===== config.mk =====
export PLATFORM = sky130hd
export DESIGN_NAME = rd_status_sync
export DESIGN_NICKNAME = d
export VERILOG_FILES = /design/src/rtl/rd_status_sync.sv
export SDC_FILE = /design/constraint.sdc
export NUM_CORES = 1
export LEC_CHECK = 0
export ABC_AREA = 1
export BUFFER_PORTS_ARGS = -buffer_cell sky130_fd_sc_hd__buf_2
export CAP_MARGIN = 5
export CORE_ASPECT_RATIO = 1.1
export CORE_MARGIN = 2
export CORE_UTILIZATION = 40
export DETAILED_ROUTE_END_ITERATION = 10
export PLACE_DENSITY_LB_ADDON = 0.1
export SYNTH_ARGS = -nofsm -noshare
export SYNTH_HDL_FRONTEND = slang
export SYNTH_SLANG_ARGS = --single-unit

===== constraint.sdc =====
create_clock -name rclk -period 2.93 [get_ports rclk]
set_input_delay 0 -clock rclk [delete_from_list [all_inputs] [get_ports rclk]]
set_output_delay 0 -clock rclk [all_outputs]
set_load 0.005 [all_outputs]

===== src/rtl/rd_status_sync.sv =====
// Read-domain status for the async FIFO: synchronizes the gray write pointer,
// decodes it, and derives registered empty / almost_empty / fill / error flags.
module rd_status_sync #(
   parameter int PTR_WIDTH   = 4,
   parameter int SYNC_STAGES = 2,
   parameter int AE_THRESH   = 2
) (
   input  logic                 rclk,
   input  logic                 rrst_n,
   input  logic [PTR_WIDTH:0]   wptr_gray_async,
   input  logic [PTR_WIDTH:0]   rptr_bin,
   input  logic                 ren,
   output logic                 empty,
   output logic                 almost_empty,
   output logic [PTR_WIDTH:0]   rd_count,
   output logic [PTR_WIDTH:0]   wptr_gray_sync,
   output logic [PTR_WIDTH:0]   wptr_bin_sync,
   output logic                 ptr_err
);

   localparam int              PW       = PTR_WIDTH + 1;
   localparam logic [PW-1:0]   DEPTH    = PW'(2 ** PTR_WIDTH);
   localparam logic [PW-1:0]   AE_LIMIT = PW'(AE_THRESH);

   logic [PW-1:0] sync_q [SYNC_STAGES];
   logic          rd_step;
   logic [PW-1:0] rptr_next;
   logic [PW-1:0] fill_next;
   logic          fill_over;

   always_ff @(posedge rclk or negedge rrst_n) begin
      if (!rrst_n) begin
         for (int i = 0; i < SYNC_STAGES; i++) begin
            sync_q[i] <= '0;
         end
      end else begin
         sync_q[0] <= wptr_gray_async;
         for (int i = 1; i < SYNC_STAGES; i++) begin
            sync_q[i] <= sync_q[i-1];
         end
      end
   end

   assign wptr_gray_sync = sync_q[SYNC_STAGES-1];

   // Each binary bit is the XOR of all gray bits at or above it.
   always_comb begin
      wptr_bin_sync = '0;
      for (int i = 0; i < PW; i++) begin
         wptr_bin_sync[i] = ^(wptr_gray_sync >> i);
      end
   end

   // Mirrors the read pointer's own increment so flags describe the post-edge pointer.
   assign rd_step   = ren && !empty;
   assign rptr_next = rptr_bin + PW'(rd_step);
   assign fill_next = wptr_bin_sync - rptr_next;
   assign fill_over = (fill_next > DEPTH);

   always_ff @(posedge rclk or negedge rrst_n) begin
      if (!rrst_n) begin
         empty        <= 1'b1;
         almost_empty <= 1'b1;
         rd_count     <= '0;
         ptr_err      <= 1'b0;
      end else begin
         empty        <= (fill_next == '0);
         almost_empty <= (fill_next <= AE_LIMIT);
         if (!fill_over) begin
            rd_count <= fill_next;
         end
         ptr_err      <= ptr_err | fill_over;
      end
   end

endmodule


### After elaboration in Yosys (flattened, before gate mapping)

Cells that the tools add are included.

| cells by class | value |
|---|---|
| add/subtract/negate cells | 2 |
| multipliers | 0 |
| divide/modulo/power cells | 0 |
| order comparisons | 2 |
| equality and inequality tests | 0 |
| shifts and indexed selects | 0 |
| mux-type cells | 0 |
| bitwise gates (word level) | 1 |
| reductions and logical operators | 8 |

Operators with widths:

| cell | count |
|---|---|
| XOR reduction 5 bit | 5 |
| adder 5 x 1 -> 5 bit | 1 |
| greater-than comparator 5 bit, second input constant | 1 |
| <= comparator 5 x 2 -> 1 bit, second input constant | 1 |
| zero test 5 bit | 1 |
| subtractor 5 bit | 1 |
| logical AND 1 bit | 1 |
| zero test 1 bit | 1 |
| OR 1 bit | 1 |

| storage, ports and cells | value |
|---|---|
| register bits after elaboration | 18 |
| latch bits | 0 |
| memory bits (writable) | 0 |
| ROM bits | 0 |
| bits of input ports | 13 |
| output and inout bits | 18 |
| logic and storage cells | 19 |
| memories kept | 0 |

### Logic depth before layout (Yosys ltp)

Gate-level depths: netlist (run 1).

| logic depth | value |
|---|---|
| depth after elaboration | 6 |
| depth in mapped cells | 17 |
| mapped depth without buffers | 17 |

### Worst setup path after synthesis (run 1)

No wires, ideal clock.

| timing path | value |
|---|---|
| path type | register -> register |
| from | register sync_q (netlist bit wptr_gray_sync[4]) |
| to | register ptr_err |
| library setup time | 120 ps |
| arrival | 2569 ps |
| data required time | 2810 ps |
| slack | 241 ps |
| stages on the path, launching flop included | 16 |
| buffers on the path | 0 |
| clock period less this slack | 2689 ps |
| path through | dfrtp_1 > inv_1 > nand2_1 > nand2_2 > xor2_1 > xnor2_1 > inv_1 > fa_1 > inv_1 > fa_1 > inv_1 > nand2_1 > nor2_1 > nand3_2 > nand2_1 > nand2_1 |

| between the ends | value |
|---|---|
| word-level cells in the longest chain between the ends | 4 |
| elaborated cells on any way between the ends | 8 |
| classes of those cells | add/sub: 1; order compare: 1; bitwise: 1; reduce/logical: 5 |

Ends and longest elaborated chain:

| element | line | source |
|---|---|---|
| start, declared | 25 | `logic [PW-1:0] sync_q [SYNC_STAGES];` |
| start signal, assigned by index | 39 | `sync_q[i] <= sync_q[i-1];` |
| XOR reduction 5 bit | 50 | `wptr_bin_sync[i] = ^(wptr_gray_sync >> i);` |
| via wptr_bin_sync[2] | 17 | `output logic [PTR_WIDTH:0] wptr_bin_sync,` |
| subtractor 5 bit | 57 | `assign fill_next = wptr_bin_sync - rptr_next;` |
| greater-than comparator 5 bit | 58 | `assign fill_over = (fill_next > DEPTH);` |
| OR 1 bit | 72 | `ptr_err <= ptr_err \| fill_over;` |
| end signal, assigned | 72 |  |
| end, declared | 18 | `output logic ptr_err` |

The timed path passes the listed nets, and every way through them passes these cells.
A chain may end at the register's enable or synchronous reset.

### Worst setup path in the final report (run 1)

| timing path | value |
|---|---|
| from | register sync_q (netlist bit wptr_gray_sync[4]) |
| to | register rd_count[2] |

| between the ends | value |
|---|---|
| word-level cells in the longest chain between the ends | 3 |
| elaborated cells on any way between the ends | 7 |
| classes of those cells | add/sub: 1; order compare: 1; reduce/logical: 5 |

Ends and longest elaborated chain:

| element | line | source |
|---|---|---|
| XOR reduction 5 bit | 50 |  |
| subtractor 5 bit * | 57 |  |
| via fill_next[1] | 28 | `logic [PW-1:0] fill_next;` |
| greater-than comparator 5 bit * | 58 |  |
| end signal, assigned | 70 | `rd_count <= fill_next;` |
| end, declared | 15 | `output logic [PTR_WIDTH:0] rd_count,` |

The timed path passes the listed nets; every way through them passes the cells marked *.

==> metrics.cfg, run 1 <==
[synthesis]
synth_async_sr_flop_share_pct = 100
syn_area_um2 = 943
yosys_warnings = 0
syn_avg_cell_area_um2 = 8.90
synth-seq-area-share_pct = 48.0
synth_edf_count = 0
ys_types = 21
synth_ff_type = dfrtp_1
syn_inst = 106
syn_nets = 125
synth_seq_cells = 18

[layout]
nNetsFinal = 164
final_common_cell = buf_2
layout_common_cells = 30 x buf_2, 27 x nand2_1, 16 x inv_1
antenna_cells = 0
area_delta_synth_final_pct = 30.0
drive_gt1_share_pct = 35.4
fin_cells = 174

[power_and_ir_drop]
ir_worst_vdd_mv = 0.452
cellLeakagePower_nw = 0.677
power.density_nw_per_um2 = 591

[grt]
antenna_found_initial = 0
grt_pass1_wl_um = 2700
gr-usage-all-layers_pct = 13.1
grt_overflow_total = 0
grt_pass1_vias = 661
grt_max_degree = 19

[routing]
routed_wl_um = 1620
vias = 746
drtIter0Drc = 6
avgViaCountPerCell = 4.29
wl_per_cell_um = 9.29
drt_pass1_iterations = 2
drcViolationCount = 0
detail-route-antenna-nets = 0

[timing]
hold_viol_final = 0
period_needed_ns = 2.70
setup_tns_ns = 0
finalCritPeriodShare_pct = 92.3
finalClockSkew_ns = 0.00258
tightest_slew_ns = 0.393
setup_viol = 0
slew_violations = 0
max_clock_freq_ghz = 0.370
relSlewSlack_pct = 73.8
worst_slack_ns = 0.226

[setup_path]
worstPathArrival_ns = 2.93
cp_max_fo = 7
crit_type = flop to flop
worstSetupStartpointType = flop
end_kind = flop
crit_required_ns = 3.16

[min_path]
min-delay-path-class = input pin to asynchronous set/reset pin

[floorplanning]
die_y_um = 54.9
core-area_um2 = 2250
dieArea_um2 = 2760
die_w_um = 50.3
boundaryPins = 31
initial_utilization_pct = 41.9
rows = 18

[place]
dp_hpwl_um = 1220
numPortBuffers = 30
gp_congestion = 0.770
dp.cells = 161
preCtsSetupSlack_ns = 0.121

[clocking]
htreeDepth = 1
clock-sinks = 18
cts_tree = built
clk_latency_ns = 0.29
cts_made_buffers = 3
path_clk_slew_ns = 0.10
cts_root_buffer = clkbuf_4
cts.path.max_buffers = 2

[status]
status = finished clean

[run]
max_cap_violations = 0

[per-layer routing]
| layer | share of wire (%) | GRT usage (%) | vias up |
|---|---|---|---|
| met5 | 0 | 0 | - |
| met4 | 0.87 | 6.76 | 0 |
| met3 | 5.3 | 2.15 | 2 |
| met2 | 47 | 22.4 | 16 |
| met1 | 47 | 16.3 | 339 |
| li1 | - | - | 389 |
[critical path, cell delays in order, from the launching register on]
cell and delay [ns]:
dfrtp_2 0.44, inv_1 0.07, nand2_1 0.06, nand2_2 0.09, xor2_2 0.17, xnor2_1 0.16
inv_1 0.09, fa_1 0.38, inv_1 0.10, fa_1 0.43, inv_1 0.08, nand2_1 0.06
nor2_2 0.12, nand3_2 0.16, nand2_2 0.13, nand2_1 0.05, nand2_1 0.06
[cell usage after synthesis, types with 2 or more instances]
cell     number  area, µm²
nand2_1      28        105
dfrtp_1      16        400
inv_1        16       60.1
buf_4         6       45.0
nand3_1       6       30.0
nor2_1        6       22.5
and2_1        4       25.0
ha_1          4       50.1
xnor2_1       3       26.3
dfstp_2       2       52.6
fa_1          2       40.0
inv_2         2       7.51
nand2_2       2       12.5
or2_1         2       12.5
[state kept, by name (all words and copies together), names as in the netlist]
name	flops
rd_count	5
sync_q	5
wptr_gray_sync	5
almost_empty	1
empty	1
ptr_err	1
[final timing paths]
| path | from | end | slack [ns] | cells after the start |
|---|---|---|---|---|
| hold / removal | rrst_n | sync_q[7]$_DFF_PN0_ | 0.15 | 2 |
| setup / recovery | wptr_gray_sync[4]$_DFF_PN0_ | rd_count[2]$_DFFE_PN0P_ | 0.23 | 16 |
| hold reg to reg | sync_q[5]$_DFF_PN0_ | wptr_gray_sync[0]$_DFF_PN0_ | 0.36 | 0 |
| setup reg to reg | wptr_gray_sync[4]$_DFF_PN0_ | rd_count[2]$_DFFE_PN0P_ | 0.23 | 16 |
| min in group rclk | rptr_bin[0] | rd_count[0]$_DFFE_PN0P_ | 0.19 | 4 |
| max in group asynchronous | rrst_n | almost_empty$_DFF_PN1_ | 2.46 | 2 |
[power breakdown]
part           total [mW]  internal (mW)  switching, mW
Sequential          0.313          0.295         0.0181
Combinational       0.262          0.123          0.139
Clock               0.151         0.0756         0.0753
Total               0.725          0.493          0.232
[logic make-up after synthesis]
group                      after synthesis  synth area share, %
xor gates and xnor gates                 4                 3.71
AOI/OAI and AO/OA                        4                 3.18
buffers and inverters                   24                 11.9
and+or+nand+nor                         50                 23.6
adders and majority gates                6                 9.55
DFF                                     18                 48.0
[area by class of cell]
type,count,area [µm²]
Fill cell,235,1030
Sequential cell,18,454
Multi-Input combinational cell,64,390
Timing Repair Buffer,40,240
Inverter,18,67.6
Tap cell,30,37.5
Clock buffer,4,36.3
[metrics by stage]
step	instance area (µm²)	utilization (%)	hold slack, ns	power [mW]
floorplan	943	-	-0.296	0.476
global placement	1090	48.6	-0.0568	0.558
detailed placement	1090	48.6	-0.0488	0.559
CTS	1190	52.8	0.159	0.719
global route	1230	54.4	0.182	0.786
finish	1230	54.4	0.154	0.725
[what timing repair did]
action / CTS / global route
hold buffers: 6 / 0
endpoints found under the hold margin: 23 / 0
buffers inserted: 0 / 3
resized for setup: 0 / 4
endpoints found under the setup margin: 0 / 7
Note: power is estimated with default switching activity, not from simulation.
==> run 2: changes to the inputs <==
- RECOVER_POWER: default -> 100
==> run 2 against run 1 <==
  * Sequential power barely moved
  * Routed wire length increased by 0.19%
  * Clock skew about the same
  * Final cell count did not move
  * Core utilization is 0.56 points lower
  * Critical path depth stayed put
  * Worst hold slack better by 0.039 ns
  * Maximum frequency hardly changed
  * Power is 0.84% lower
  * Sequential share of layout area increased by 0.38 points
  * Global-route usage unchanged
  * Critical path type unchanged
  * Clock power is essentially flat
==> metrics.cfg, run 2 (synthesis gave the netlist of run 1 again) <==
[floorplanning]
boundaryPins = 31
dieArea_um2 = 2760
core-area_um2 = 2250
rows = 18
die_y_um = 54.9
die_w_um = 50.3
initial_utilization_pct = 41.9

[routing]
routed.top_layer = met4
wl_per_cell_um = 9.31
wl_met1_um = 759
drtIter0Drc = 6
dr_wl_met3_um = 83
detail-route-antenna-nets = 0
routed_wl_um = 1620
vias = 746
drcViolationCount = 0
avgViaCountPerCell = 4.29
drt_pass1_iterations = 2
wl_met2_um = 762

[timing]
finalCritPeriodShare_pct = 92.4
setup_tns_ns = 0
max_clock_freq_ghz = 0.370
relSlewSlack_pct = 36.9
tightest_slew_ns = 0.946
hold_viol_final = 0
finalClockSkew_ns = 0.00259
setup_viol = 0
slew_violations = 0
hold_slack_ns = 0.192
period_needed_ns = 2.71

[power_and_ir_drop]
p_sw_uw = 233
switching_share_pct = 32.4
ir_worst_vdd_mv = 0.452
power.density_nw_per_um2 = 593
power.internal_uw = 486
seq_power_share_pct = 43.6
p_clk_share_pct = 21.0
cellLeakagePower_nw = 0.651
p_comb_share_pct = 35.4

[setup_path]
worstSetupStartpointType = flop
slowest_stage = dfrtp_2
worstPathArrival_ns = 2.94
crit_required_ns = 3.16
crit_family = adder cells
end_kind = flop
cp_max_fo = 7
crit_path_max_incr_delay_ns = 0.44
crit_buf_inv = 4
r2r_setup_slack_ns = 0.22
startpoint = wptr_gray_sync[4]$_DFF_PN0_
worstReg2RegEnd = rd_count[2]$_DFFE_PN0P_
r2r_start = wptr_gray_sync[4]$_DFF_PN0_
r2r_cells = 16
path_cells = inv_1 -> nand2_1 -> nand2_2 -> xor2_2 -> xnor2_1 -> inv_1 -> fa_1 -> inv_1 -> fa_1 -> inv_1 -> nand2_1 -> nor2_2 -> nand3_2 -> nand2_2 -> nand2_1 -> nand2_1
crit_type = flop to flop

[clocking]
cts.path.max_buffers = 2
cts_root_buffer = clkbuf_4
path_clk_slew_ns = 0.10
clk_latency_ns = 0.29
clock-sinks = 18
htreeDepth = 1
cts_made_buffers = 3
cts_tree = built

[layout]
drive_gt1_share_pct = 29.9
fin_area_um2 = 1210
fin_util_pct = 53.9
final_common_cell = nand2_1
antenna_cells = 0
nNetsFinal = 164
layout_common_cells = 27 x nand2_1, 22 x buf_2, 16 x inv_1
fin_cells = 174
area_delta_synth_final_pct = 28.6

[min_path]
min-delay-path-class = input pin to flop
hold_depth = 4
min_to = rd_count[0]$_DFFE_PN0P_
min-delay-start = rptr_bin[0]

[place]
dp_hpwl_um = 1220
dp.cells = 161
placed_area_um2 = 1090
numPortBuffers = 30
gp_congestion = 0.770

[grt]
grt_overflow_total = 0
gr-usage-all-layers_pct = 13.1
grt_pass1_wl_um = 2700
antenna_found_initial = 0
grt_pass1_vias = 661
grt_max_degree = 19

[run]
max_cap_violations = 0

[status]
status = finished clean

run 2: timing repair:
| action | 4_1_cts | 5_1_grt |
|---|---|---|
| buffers inserted | 0 | 3 |
| setup endpoints to repair | 0 | 7 |
| resized for setup | 0 | 4 |
| hold endpoints to repair | 23 | 0 |
| hold buffers | 6 | 0 |
run 2: layout make-up:
type                            instances  area (µm²)
Clock buffer                            4        36.3
Fill cell                             237        1040
Inverter                               18        67.6
Multi-Input combinational cell         64         390
Sequential cell                        18         454
Tap cell                               30        37.5
Timing Repair Buffer                   40         228
run 2: power by group through the flow:
stage	Sequential [mW]	Combinational, mW	Clock, mW
4_1_cts	0.313	0.248	0.157
3_5_place_dp	0.319	0.240	0
5_1_grt	0.320	0.295	0.166
6_report	0.314	0.255	0.151
2_1_floorplan	0.324	0.152	0
3_3_place_gp	0.318	0.239	0
run 2: worst min-delay path, stage by stage:
cell,delay [ns]
buf_2,0.10
fa_1,0.20
or2_1,0.11
nand2_1,0.05
run 2: metrics by stage:
stage | worst slack (ns) | total power, mW
final | 0.224 | 0.719
after global placement | 0.177 | 0.558
after global routing | -0.0209 | 0.780
after floorplan | 0.241 | 0.476
after detailed placement | 0.121 | 0.559
after CTS | 0.0811 | 0.719
run 2: how the worst max path moves through the flow:
stage	endpoint	slack (ns)	cells past startpoint
6_report	rd_count[2]$_DFFE_PN0P_	0.22	16
5_1_grt	rd_count[2]$_DFFE_PN0P_	-0.02	16
4_1_cts	rd_count[2]$_DFFE_PN0P_	0.08	16
3_5_place_dp	rd_count[2]$_DFFE_PN0P_	0.12	16
3_3_place_gp	rd_count[2]$_DFFE_PN0P_	0.18	16
2_1_floorplan	ptr_err$_DFF_PN0_	0.24	15
run 2: metal layers:
layer / up-vias / global-route usage (%)
met3: 2 / 2.15
met2: 16 / 22.4
li1: 389 / -
met1: 339 / 16.3
met4: 0 / 6.76
met5: - / 0
==> run 3: changes to the inputs <==
- ABC_AREA: 1 -> 0
==> run 3 against run 2 <==
  * Power is 18% higher
  * First-iteration DRC count is 67% higher
  * Worst setup slack worse by 0.090 ns
  * Via count is 17% lower
  * Sequential power is 2% higher
  * Combinational power is 49% higher
  * Maximum frequency is 3.2% lower
  * Clock skew is 0.0057 ns higher
==> metrics.cfg, run 3 <==
[min_path]
min-delay-path-class = input pin to flop
hold_depth = 3

[power_and_ir_drop]
power.density_nw_per_um2 = 690
power.internal_uw = 561
ir_worst_vdd_mv = 0.498
switching_share_pct = 33.8
cellLeakagePower_nw = 0.581
p_clk_share_pct = 17.4
seq_power_share_pct = 37.8
p_sw_uw = 287
p_comb_share_pct = 44.9

[clocking]
clock-sinks = 18
cts_made_buffers = 3
cts_root_buffer = clkbuf_4
cts.path.max_buffers = 2
cts_tree = built
path_clk_slew_ns = 0.10
clk_latency_ns = 0.29
htreeDepth = 1

[place]
dp_hpwl_um = 1120
placed_area_um2 = 1080
preCtsSetupSlack_ns = -0.0308
numPortBuffers = 30
gp_congestion = 0.706

[layout]
seq_area_um2 = 454
fillers = 205
drive_gt1_share_pct = 38.6
fin_area_um2 = 1230
final_common_cell = buf_2
multiInputGateArea_um2 = 424
layout_common_cells = 23 x buf_2, 15 x dfrtp_1, 9 x inv_1
fin_util_pct = 56.2
nNetsFinal = 134
area_delta_synth_final_pct = 36.2
antenna_cells = 0

[setup_path]
r2r_setup_slack_ns = 0.13
cp.depth = 9
r2r_start = wptr_gray_sync[4]$_DFF_PN0_
worstSetupStartpointType = flop
crit_required_ns = 3.11
crit_type = flop to flop
path_cells = xor2_2 -> xnor2_2 -> xor2_2 -> fa_1 -> inv_1 -> fa_1 -> or3_4 -> a21oi_4 -> o22ai_1
end_kind = flop
crit_family = adder cells
slowest_stage = fa_1
startpoint = wptr_gray_sync[4]$_DFF_PN0_
worstSetupEndpoint = rd_count[0]$_DFFE_PN0P_
cp_max_fo = 6
r2r_cells = 9
worstReg2RegEnd = rd_count[0]$_DFFE_PN0P_
worstPathArrival_ns = 2.97
crit_buf_inv = 1
crit_path_max_incr_delay_ns = 0.46

[timing]
tightest_slew_ns = 0.921
worst_slack_ns = 0.133
max_clock_freq_ghz = 0.358
slew_violations = 0
finalClockSkew_ns = 0.00824
finalCritPeriodShare_pct = 95.4
relSlewSlack_pct = 38.6
hold_viol_final = 0
period_needed_ns = 2.80
setup_viol = 0
hold_slack_ns = 0.135

[synthesis]
synth_seq_cells = 18
synth-seq-area-share_pct = 50.2
syn_avg_cell_area_um2 = 12.2
synth_ff_type = dfrtp_1
synth_edf_count = 0
synthDominantCellAreaShare_pct = 44.4
synth_most_common_cell = dfrtp_1
syn_area_um2 = 902
ys_types = 25
syn_inst = 74
synth_async_sr_flop_share_pct = 100
syn_nets = 93
synth.largest_area_cell = dfrtp_1
yosys-top-cells-area = dfrtp_1 44%, dfstp_2 5.8%, ha_1 5.5%
synthTopCellsByCount = 16 x dfrtp_1, 9 x inv_1, 6 x buf_4, 5 x xnor2_1
yosys_warnings = 0

[routing]
routed_wl_um = 1550
drcViolationCount = 0
wl_per_cell_um = 10.8
drtIter0Drc = 10
avgViaCountPerCell = 4.31
vias = 621
detail-route-antenna-nets = 0
drt_pass1_iterations = 4
routed.top_layer = met4
wl_met1_um = 674
dr_wl_met3_um = 66
wl_met2_um = 773

[floorplanning]
rows = 18
dieArea_um2 = 2650
boundaryPins = 31
die_y_um = 53.8
die_w_um = 49.3
initial_utilization_pct = 41.3
core-area_um2 = 2180

[grt]
grt_pass1_vias = 581
grt_max_degree = 19
gr-usage-all-layers_pct = 13.1
antenna_found_initial = 0
grt_overflow_total = 0
grt_pass1_wl_um = 2500

[status]
status = finished clean

[run]
max_cap_violations = 0

[run 3: changes by cell type after synthesis, moves of 3 or more]
cell     before  now
nand3_1       6    0
and2_1        4    1
nor2_1        6    2
inv_1        16    9
nand2_1      28    3
xor2_1        1    4
[run 3: power groups by stage]
stage / sequential, mW / combinational, mW / clock [mW]
global route: 0.326 / 0.428 / 0.167
finish: 0.320 / 0.380 / 0.147
CTS: 0.319 / 0.354 / 0.153
floorplan: 0.329 / 0.211 / 0
detailed placement: 0.323 / 0.332 / 0
global placement: 0.324 / 0.331 / 0
[run 3: worst reg2reg max path, delay by kind of cell (launching register included)]
kind	cells	cell delay [ns]
flops	1	0.45
compound gates	2	0.31
simple gates	1	0.41
fa+ha+maj	2	0.85
buf+inv	1	0.10
xor+xnor	3	0.56
[run 3: area by class of cell]
cell class                      instances  share of cell area [%]
Sequential cell                        18                    37.0
Multi-Input combinational cell         41                    34.5
Timing Repair Buffer                   42                    19.8
Tap cell                               30                    3.05
Clock buffer                            4                    2.95
Inverter                                9                    2.75
[run 3: per-layer routing]
metal / global-route usage [%] / vias to the layer above
li1: - / 311
met1: 16.7 / 286
met2: 20.9 / 20
met3: 1.67 / 4
met4: 10.0 / 0
met5: 0 / -
[run 3: kinds of logic after synthesis]
| kind of cell | count (synthesis) | synth area share [%] |
|---|---|---|
| AO/OA/AOI/OAI | 9 | 9.02 |
| buffers and inverters | 15 | 8.74 |
| AND/OR/NAND/NOR | 13 | 7.49 |
| XOR/XNOR | 11 | 12.3 |
| multiplexers | 2 | 2.22 |
| adder cells (fa/ha/maj) | 6 | 9.99 |
| flip-flops | 18 | 50.2 |
[run 3: how the worst min path moves through the flow]
| stage | slack [ns] | start | to |
|---|---|---|---|
| 3_3_place_gp | -0.06 | rrst_n | rd_count[1]$_DFFE_PN0P_ |
| 4_1_cts | 0.14 | rptr_bin[0] | rd_count[0]$_DFFE_PN0P_ |
| 3_5_place_dp | -0.06 | rrst_n | rd_count[1]$_DFFE_PN0P_ |
| 6_report | 0.13 | rptr_bin[0] | rd_count[0]$_DFFE_PN0P_ |
| 2_1_floorplan | -0.30 | rrst_n | ptr_err$_DFF_PN0_ |
| 5_1_grt | 0.16 | rptr_bin[0] | rd_count[0]$_DFFE_PN0P_ |
[run 3: timing repair]
action | 4_1_cts | 5_1_grt
hold buffers | 6 | 0
pin swaps | 2 | 2
setup endpoints to repair | 4 | 8
hold endpoints to repair | 23 | 0
setup buffers | 2 | 0
resized for setup | 0 | 8
[run 3: per-stage QoR]
step           setup TNS (ns)  instances  power [mW]
2_1_floorplan               0         74       0.540
3_3_place_gp                0        132       0.654
3_5_place_dp          -0.0583        132       0.655
4_1_cts                     0        144       0.826
5_1_grt               -0.0509        144       0.922
6_report                    0        144       0.848
